File: config.mk
export PLATFORM = sky130hd
export DESIGN_NAME = seq_detect_param
export DESIGN_NICKNAME = d
export VERILOG_FILES = /design/src/rtl/seq_det_pkg.sv /design/src/rtl/seq_det_match.sv /design/src/rtl/seq_detect_param.sv
export SDC_FILE = /design/constraint.sdc
export NUM_CORES = 1
export LEC_CHECK = 0
export ABC_CLOCK_PERIOD_IN_PS = 2450
export BUFFER_PORTS_ARGS = -buffer_cell sky130_fd_sc_hd__buf_2
export CAP_MARGIN = 20
export CORE_ASPECT_RATIO = 1.25
export CORE_MARGIN = 2
export CORE_UTILIZATION = 49
export CTS_BUF_LIST = sky130_fd_sc_hd__clkbuf_16
export CTS_CLUSTER_DIAMETER = 120
export DETAILED_ROUTE_END_ITERATION = 16
export PLACE_DENSITY = 0.75
export SLEW_MARGIN = 20
export SYNTH_ARGS = -nofsm -noshare
export SYNTH_HDL_FRONTEND = slang
export SYNTH_HIERARCHICAL = 1
export SYNTH_SLANG_ARGS = --single-unit
File: constraint.sdc
create_clock -name clk -period 2.45 [get_ports clk]
set_input_delay 0.245 -clock clk [delete_from_list [all_inputs] [get_ports clk]]
set_output_delay 0.245 -clock clk [all_outputs]
set_load 0.02 [all_outputs]
File: src/rtl/seq_det_pkg.sv
// Shared constants and helpers for the programmable sequence detector.
//   DEF_MAX_LEN / DEF_CNT_W : default pattern length limit and counter width
//   len_mask(len)           : mask with the low `len` bits set (MASK_W wide,
//                             callers truncate to their own pattern width)
package seq_det_pkg;

    localparam int unsigned DEF_MAX_LEN = 8;
    localparam int unsigned DEF_CNT_W   = 8;

    // Widest pattern the mask helper can describe; MAX_LEN must not exceed it.
    localparam int unsigned MASK_W      = 64;

    // Low-`len` ones; saturates to all ones for len >= MASK_W.
    function automatic logic [MASK_W-1:0] len_mask(input int unsigned len);
        logic [MASK_W-1:0] m;
        if (len >= MASK_W) begin
            m = '1;
        end else begin
            m = (MASK_W'(1) << len) - MASK_W'(1);
        end
        return m;
    endfunction

endpackage

File: src/rtl/seq_det_match.sv
// Combinational masked comparator for the sequence detector.
// Ports:
//   hist_next_i : post-shift history, newest bit in bit 0
//   cfg_pat_i   : latched pattern, last pattern bit in bit 0
//   cfg_len_i   : latched pattern length
//   vcnt_next_i : post-shift count of valid history bits
//   hit_c       : low cfg_len bits agree and enough bits have been seen
module seq_det_match
    import seq_det_pkg::*;
#(
    parameter int unsigned MAX_LEN = DEF_MAX_LEN,
    parameter int unsigned LEN_W   = $clog2(MAX_LEN + 1)
) (
    input  logic [MAX_LEN-1:0] hist_next_i,
    input  logic [MAX_LEN-1:0] cfg_pat_i,
    input  logic [LEN_W-1:0]   cfg_len_i,
    input  logic [LEN_W-1:0]   vcnt_next_i,
    output logic               hit_c
);

    logic [MAX_LEN-1:0] mask_c;

    // Bits above the programmed length never take part in the compare.
    assign mask_c = MAX_LEN'(len_mask(32'(cfg_len_i)));

    assign hit_c = (vcnt_next_i >= cfg_len_i) &&
                   (((hist_next_i ^ cfg_pat_i) & mask_c) == '0);

endmodule

File: src/rtl/seq_detect_param.sv
// Runtime-programmable serial bit-sequence detector.
// Optional feature macro: SEQ_DET_CNT_EN (match counter present when defined,
// otherwise match_cnt is tied to zero).
// Ports:
//   clk       : clock, rising edge
//   rst       : asynchronous active-low reset
//   load      : latch pattern/pat_len/overlap, clear history (beats in_valid)
//   pattern   : pattern bits, pattern[pat_len-1] received first
//   pat_len   : pattern length, legal range 1..MAX_LEN
//   overlap   : 1 = overlapping matches, 0 = restart after each match
//   in_valid  : qualifies x
//   x         : serial data bit
//   z         : registered single-cycle match pulse
//   match_cnt : saturating match count
//   cfg_ok    : latched configuration is legal
module seq_detect_param
    import seq_det_pkg::*;
#(
    parameter  int unsigned MAX_LEN = DEF_MAX_LEN,
    parameter  int unsigned CNT_W   = DEF_CNT_W,
    localparam int unsigned LEN_W   = $clog2(MAX_LEN + 1)
) (
    input  logic               clk,
    input  logic               rst,
    input  logic               load,
    input  logic [MAX_LEN-1:0] pattern,
    input  logic [LEN_W-1:0]   pat_len,
    input  logic               overlap,
    input  logic               in_valid,
    input  logic               x,
    output logic               z,
    output logic [CNT_W-1:0]   match_cnt,
    output logic               cfg_ok
);

    logic [MAX_LEN-1:0] hist_q,    hist_d;
    logic [LEN_W-1:0]   vcnt_q,    vcnt_d;
    logic [MAX_LEN-1:0] cfg_pat_q, cfg_pat_d;
    logic [LEN_W-1:0]   cfg_len_q, cfg_len_d;
    logic               cfg_ovl_q, cfg_ovl_d;
    logic               cfg_ok_q,  cfg_ok_d;
    logic               z_q,       z_d;

    logic [MAX_LEN-1:0] hist_next_c;
    logic [LEN_W-1:0]   vcnt_next_c;
    logic               hit_c;
    logic               match_c;

    // Post-shift view used by the comparator on an accept cycle.
    assign hist_next_c = {hist_q[MAX_LEN-2:0], x};
    assign vcnt_next_c = (vcnt_q == LEN_W'(MAX_LEN)) ? vcnt_q : vcnt_q + LEN_W'(1);

    seq_det_match #(
        .MAX_LEN (MAX_LEN),
        .LEN_W   (LEN_W)
    ) u_match (
        .hist_next_i (hist_next_c),
        .cfg_pat_i   (cfg_pat_q),
        .cfg_len_i   (cfg_len_q),
        .vcnt_next_i (vcnt_next_c),
        .hit_c       (hit_c)
    );

    // Only an accepted bit under a legal configuration can complete a match.
    assign match_c = in_valid && !load && cfg_ok_q && hit_c;

    // Next-state logic for configuration, history and pulse.
    always_comb begin
        hist_d    = hist_q;
        vcnt_d    = vcnt_q;
        cfg_pat_d = cfg_pat_q;
        cfg_len_d = cfg_len_q;
        cfg_ovl_d = cfg_ovl_q;
        cfg_ok_d  = cfg_ok_q;
        z_d       = 1'b0;

        if (load) begin
            cfg_pat_d = pattern;
            cfg_len_d = pat_len;
            cfg_ovl_d = overlap;
            cfg_ok_d  = (pat_len != '0) && (pat_len <= LEN_W'(MAX_LEN));
            hist_d    = '0;
            vcnt_d    = '0;
        end else if (in_valid) begin
            hist_d = hist_next_c;
            // Non-overlap mode demands cfg_len fresh bits after each match.
            vcnt_d = (match_c && !cfg_ovl_q) ? '0 : vcnt_next_c;
            z_d    = match_c;
        end
    end

    // State registers.
    always_ff @(posedge clk or negedge rst) begin
        if (!rst) begin
            hist_q    <= '0;
            vcnt_q    <= '0;
            cfg_pat_q <= '0;
            cfg_len_q <= '0;
            cfg_ovl_q <= 1'b0;
            cfg_ok_q  <= 1'b0;
            z_q       <= 1'b0;
        end else begin
            hist_q    <= hist_d;
            vcnt_q    <= vcnt_d;
            cfg_pat_q <= cfg_pat_d;
            cfg_len_q <= cfg_len_d;
            cfg_ovl_q <= cfg_ovl_d;
            cfg_ok_q  <= cfg_ok_d;
            z_q       <= z_d;
        end
    end

`ifdef SEQ_DET_CNT_EN
    logic [CNT_W-1:0] cnt_q, cnt_d;

    // Saturating match counter; survives reloads, cleared only by reset.
    always_comb begin
        cnt_d = cnt_q;
        if (match_c && (cnt_q != '1)) begin
            cnt_d = cnt_q + CNT_W'(1);
        end
    end

    always_ff @(posedge clk or negedge rst) begin
        if (!rst) begin
            cnt_q <= '0;
        end else begin
            cnt_q <= cnt_d;
        end
    end

    assign match_cnt = cnt_q;
`else
    assign match_cnt = '0;
`endif

    assign z      = z_q;
    assign cfg_ok = cfg_ok_q;

endmodule

* After elaboration in Yosys (flattened, before gate mapping)
Index checks and enable logic that the tools add are counted.
** Word-level totals
- Bits in latches :: 0
- Word-level logic and storage cells :: 34
- Bits of input ports :: 18
- Flip-flop bits (word level) :: 26
- Bits in read-only memories :: 0
- Memories kept :: 0
- Output and inout port bits :: 10
- RAM bits :: 0
** Operators by class
- Multiply operators :: 0
- Bitwise logic cells :: 2
- $add $sub $neg :: 2
- Div/mod/pow operators :: 0
- Reduce and logical (&&, ||, !) cells :: 11
- Multiplexer cells :: 8
- Equality and inequality tests :: 1
- Shift operators :: 1
- $lt $le $gt $ge :: 2
** Operators by type and width (number)
- 4-bit two-way mux :: 4
- 7-bit two-way mux :: 2
- 8-bit AND :: 1
- 8-bit zero test :: 1
- 1-bit by 4-bit << shifter with 8-bit output (first input constant) :: 1
- 8-bit by 2-bit subtractor with 8-bit output (second input constant) :: 1
- 8-bit XOR :: 1
- 1-bit logical AND :: 6
- 4-bit by 1-bit adder with 4-bit output (second input constant) :: 1
- 4-bit == test (second input constant) :: 1
- 4-bit >= comparator :: 1
- 4-bit less-or-equal comparator (second input constant) :: 1
- 4-bit nonzero test :: 1
- 1-bit zero test :: 2
- 1-bit two-way mux :: 2
- 2-bit nonzero test :: 1

* Longest topological paths before layout
- Depth in word-level cells :: 10
- Mapped depth :: 13
- Mapped depth without buffers :: 13

* Cells and area by module
The synthesis kept the hierarchy.
** Modules (own cells, without submodules)
- seq_detect_param :: times used 1, seq. area each 650.6 sq um, cells an instance 91, area each 1192.4 sq um
- seq_det_match :: times used 1, seq. area each 0.0 sq um, cells an instance 43, area each 320.3 sq um

* Worst setup path before layout
OpenSTA, ideal clock, no wires.
- Path kind :: register to register
- Start :: reg cfg_len_q[1]
- End :: reg vcnt_q[1]
- Setup slack :: -37 ps
- Data required time :: 2328 ps
- Setup time :: 122 ps
- Cell stages (with the launch flop) :: 10
- Arrival :: 2366 ps
- Clock period less this slack :: 2487 ps
- Path buffers :: 0
- Path through :: dfrtp_1 or4_4 ha_1 inv_1 a222oi_1 o211ai_1 and4b_1 o221a_2 nand3b_1 a32o_1
** On the way
- Longest elaborated chain between the ends :: 10
- Elaborated cells on any way between the ends :: 11
- Those cells by class :: add/sub: 1; order compare: 1; shift: 1; mux: 3; bitwise: 1; reduce/logical: 4
** Ends and longest elaborated chain
- start: declaration :: line seq_detect_param.sv:39 : logic [LEN_W-1:0] cfg_len_q, cfg_len_d;
- start signal: assignment :: line seq_detect_param.sv:106 : cfg_len_q <= cfg_len_d;
- 1-bit by 4-bit << shifter with 8-bit output :: line seq_det_pkg.sv:19 : m = (MASK_W'(1) << len) - MASK_W'(1);
- 8-bit by 2-bit subtractor with 8-bit output :: line seq_det_pkg.sv:19
- 8-bit AND :: line seq_det_match.sv:27 : (((hist_next_i ^ cfg_pat_i) & mask_c) == '0);
- 8-bit zero test :: line seq_det_match.sv:27
- 1-bit logical AND * :: line seq_det_match.sv:26 : assign hit_c = (vcnt_next_i >= cfg_len_i) &&
- via hit_c :: line seq_detect_param.sv:46 : logic hit_c;
- 1-bit logical AND * :: line seq_detect_param.sv:65 : assign match_c = in_valid && !load && cfg_ok_q && hit_c;
- 1-bit logical AND * :: line seq_detect_param.sv:87 : vcnt_d = (match_c && !cfg_ovl_q) ? '0 : vcnt_next_c;
- 4-bit two-way mux * :: line seq_detect_param.sv:87
- 4-bit two-way mux * :: line seq_detect_param.sv:84 : end else if (in_valid) begin
- 4-bit two-way mux * :: line seq_detect_param.sv:77 : if (load) begin
- end signal: assignment :: line seq_detect_param.sv:104 : vcnt_q <= vcnt_d;
- end: declaration :: line seq_detect_param.sv:37 : logic [LEN_W-1:0] vcnt_q, vcnt_d;
The timed path passes the listed nets; every way through them passes the cells marked *. The select of a mux whose other input is x is not followed.
A chain may end at the register's enable or synchronous reset.

* Final worst setup path
- Start :: reg cfg_len_q[1]
- End :: reg vcnt_q[0]
Same word-level chain as after synthesis.

==> impl_results.md <==
* Outcome: finished with violations
* Failing checks: negative setup slack
* Leakage at 0.863 nW
* Critical Path End: vcnt_q[0]
* Vias in the first global route at about 1.1k
* Share of layout cells above drive strength 1 at 31.9%
* Gate Count Post-Synth at 134
* HP Class: input pin to flop
* First-pass GRT wire length at ~5000 µm
* I/O pins at 28
* Maxcap violations at 0
* Crit-path leading delay family: simple AND/OR/NAND/NOR gates
* TritonCTS Buffers at 3
* Crit path kind: flop to flop
* Largest net degree at the start of global routing at 27
* Crit-path cells: or4_4 > ha_4 > inv_2 > a222oi_1 > o211ai_1 > and4b_1 > o221a_2 > nand3b_1 > a31oi_1 > o22ai_1
* CTS tree: done
* VDD IR max at approximately 0.46 mV
* DR WL/cell at approximately 14 µm
* Root Driver: clkbuf_16
* Post-route ant nets at 0
* Fmax at 0.377 GHz
* Port Buffers at 19
* Synthesis Warnings at 6
* DR vias/cell at around 5.5
* Crit path DAT at 2790 ps
* Initial Util at between 50% and 60%
* Sw Ratio at a little under a quarter
* Asr flop ratio synth at 100%
* Crit-path slowest cell: or4_4
* Number of synthesized flops with an enable pin at 0
* Final Cycle Share at 108%
* Clock sink count at 26
* Cell area after synthesis at 0.00151 mm²
* Die extent in x at roughly 54 µm
* Worst R2R Start: cfg_len_q[1]
* DP Area at about 0.0016 mm²
* GPL Wtd Cong at approximately 0.81
* Critical path startpoint: cfg_len_q[1]
* Worst slew pin tran at between 500 and 600 ps
* Yosys reg bits at 26
* DRC at 0
* First drt pass iteration count at 4
* Post-route design area at around 0.0018 mm²
* CP bufs+invs at 1
* Pwr/cell area at roughly 650 mW/mm²
* Final net count at 186
* Core area at roughly 0.003 mm²
* Switch Pwr at between 200 and 300 µW
* Crit end category: flop
* Main synth FF type: dfrtp_1
* Distinct cells, synth at 34
* Int Pwr at between 800 and 900 µW
* Clock network fraction of total power at about two fifths
* Core Util, Final at about three fifths
* Sequential fraction of the synthesis area at ~43%
* CTS max path bufs at 2
* Die area at between 0.003 and 0.004 mm²
* Pins Over Slew Limit at 0
* DPL Wire Length at 2050 µm
* Final Skew at around 2.6 ps
* Final Critical Period at approximately 2700 ps
* CTS clk-pin slew, worst paths at ~60 ps
* Initial antenna violation count at 0
* Total wire length at roughly 2800 µm
* Final Hold Viols at 0
* Vias at roughly 1.1k
* Rows at 22
* Syn-to-layout area delta at 16.2%
* Final WS setup at -202 ps
* Initial DRC Count at 20
* Critical path data required time at approximately 2600 ps
* Final setup fails at 4
* Sequential Power Share at between 40% and 50%
* Overflow after GRT at 0
* CP max FO at 5
* Reg-to-reg slack, setup at -200 ps
* Die H at 66.1 µm
* GRT Overall Usage at between 10% and 20%
* Worst-Skew Late Latency at roughly 260 ps
* Slew headroom at 61.4%
* Syn Area/Cell at between 10 and 15 µm²
* Path depth of the worst reg2reg path at 10
* Max H-tree Level at 1
* Worst Setup Start Kind: flop
* Unrepaired setup endpoints after global routing: true
* Comb pwr share at 17.3%
* R2R Path End: vcnt_q[0]
* Slowest stage delay, CP at between 500 and 600 ps
* Total stage count of the critical path at 10
* ANT cells at 0
registers in the layout, summed over array words and instances, names as in the netlist:
name       cells
cfg_ovl_q      1
z              1
cfg_pat_q      8
hist_q         7
vcnt_q         4
cfg_ok         1
cfg_len_q      4
final cells by class:
class | instances | area (µm²)
Tap cell | 36 | 45.0
Clock inverter | 1 | 30.0
Sequential cell | 26 | 651
Multi-Input combinational cell | 96 | 777
Timing Repair Buffer | 26 | 150
Fill cell | 247 | 1190
Clock buffer | 3 | 75.1
Inverter | 8 | 30.0
cells in the mapped netlist, types with 3 or more instances:
cell type / number / share of area (%)
nor2_1: 10 / 2.5
a32o_1: 3 / 2.0
dfrtp_1: 26 / 43
mux2i_1: 8 / 5.3
inv_1: 8 / 2.0
nand2_1: 3 / 0.74
xnor2_1: 6 / 3.5
nand3_1: 3 / 0.99
buf_6: 3 / 2.2
xor2_1: 6 / 3.5
ha_1: 7 / 5.8
o21ai_0: 6 / 2.0
buf_4: 8 / 4.0
mux2_2: 14 / 10
placed cells by master (no fill, tap or decap), drive strengths merged, types with 2 or more instances in the layout:
cell type	n
mux2i	8
o211ai	2
a21o	2
clkbuf	3
nand2	3
xnor2	6
conb	8
dfrtp	26
a32o	3
xor2	6
buf	25
ha	7
inv	8
nor3	2
nand3	3
nor2	10
mux2	14
o21ai	6
nor2b	3
how the worst min path moves through the flow:
stage                           from           end  slack, ps  cells after the start
after floorplan                  rst  cfg_len_q[0]        -50                      0
after global placement           rst             z        270                      1
after detailed placement         rst             z        280                      1
after CTS                 pattern[6]  cfg_pat_q[6]        210                      2
after global routing      pattern[4]  cfg_pat_q[4]        210                      2
final                     pattern[6]  cfg_pat_q[6]        210                      2
per-stage QoR:
stage	std cells	setup slack [ps]	TNS [ps]	power, mW	hold slack [ps]
after detailed placement	190	-152	-550	0.677	275
after CTS	196	-181	-670	1.16	209
after global routing	196	-285	-998	1.20	212
after floorplan	141	-37.1	-148	0.623	-50.6
after global placement	190	-61.1	-236	0.666	266
final	196	-202	-733	1.14	211
cell families after synthesis:
family / Yosys count / share of synthesized area [%]
AOI/OAI and AO/OA: 19 / 9.10
xor gates and xnor gates: 12 / 6.95
adders and majority gates: 7 / 5.79
buffers and inverters: 19 / 8.19
DFF: 26 / 43.0
muxes: 22 / 15.7
other: 1 / 0.248
and+or+nand+nor: 28 / 11.0
worst reg2reg max path, cell delays in order, from the launching register on:
cell and delay, ps:
dfrtp_1 380, or4_4 560, ha_4 280, inv_2 30, a222oi_1 250, o211ai_1 140
and4b_1 260, o221a_2 180, nand3b_1 150, a31oi_1 200, o22ai_1 100
power groups by stage:
stage          logic [mW]  registers (mW)  clock network (mW)
2_1_floorplan       0.132           0.491                   0
3_3_place_gp        0.179           0.487                   0
3_5_place_dp        0.189           0.489                   0
4_1_cts             0.198           0.481               0.477
5_1_grt             0.222           0.484               0.495
6_report            0.198           0.481               0.465
timing repair:
| item | CTS | global route |
|---|---|---|
| setup buffers | 1 | 0 |
| endpoints found under the setup margin | 4 | 4 |
| gates resized for setup | 2 | 0 |
| endpoints found under the hold margin | 26 | 0 |
| hold buffers | 1 | 0 |
| pin swaps | 9 | 6 |
layer usage:
| layer | track usage (%) | wire length [µm] | vias to the layer above |
|---|---|---|---|
| met5 | 0 | 0 | - |
| met1 | 21.4 | 1100 | 523 |
| met4 | 10.6 | 91 | 0 |
| met2 | 34.1 | 1530 | 28 |
| met3 | 2.26 | 80 | 9 |
| li1 | - | - | 509 |
Note: power is estimated with default switching activity, not from simulation.
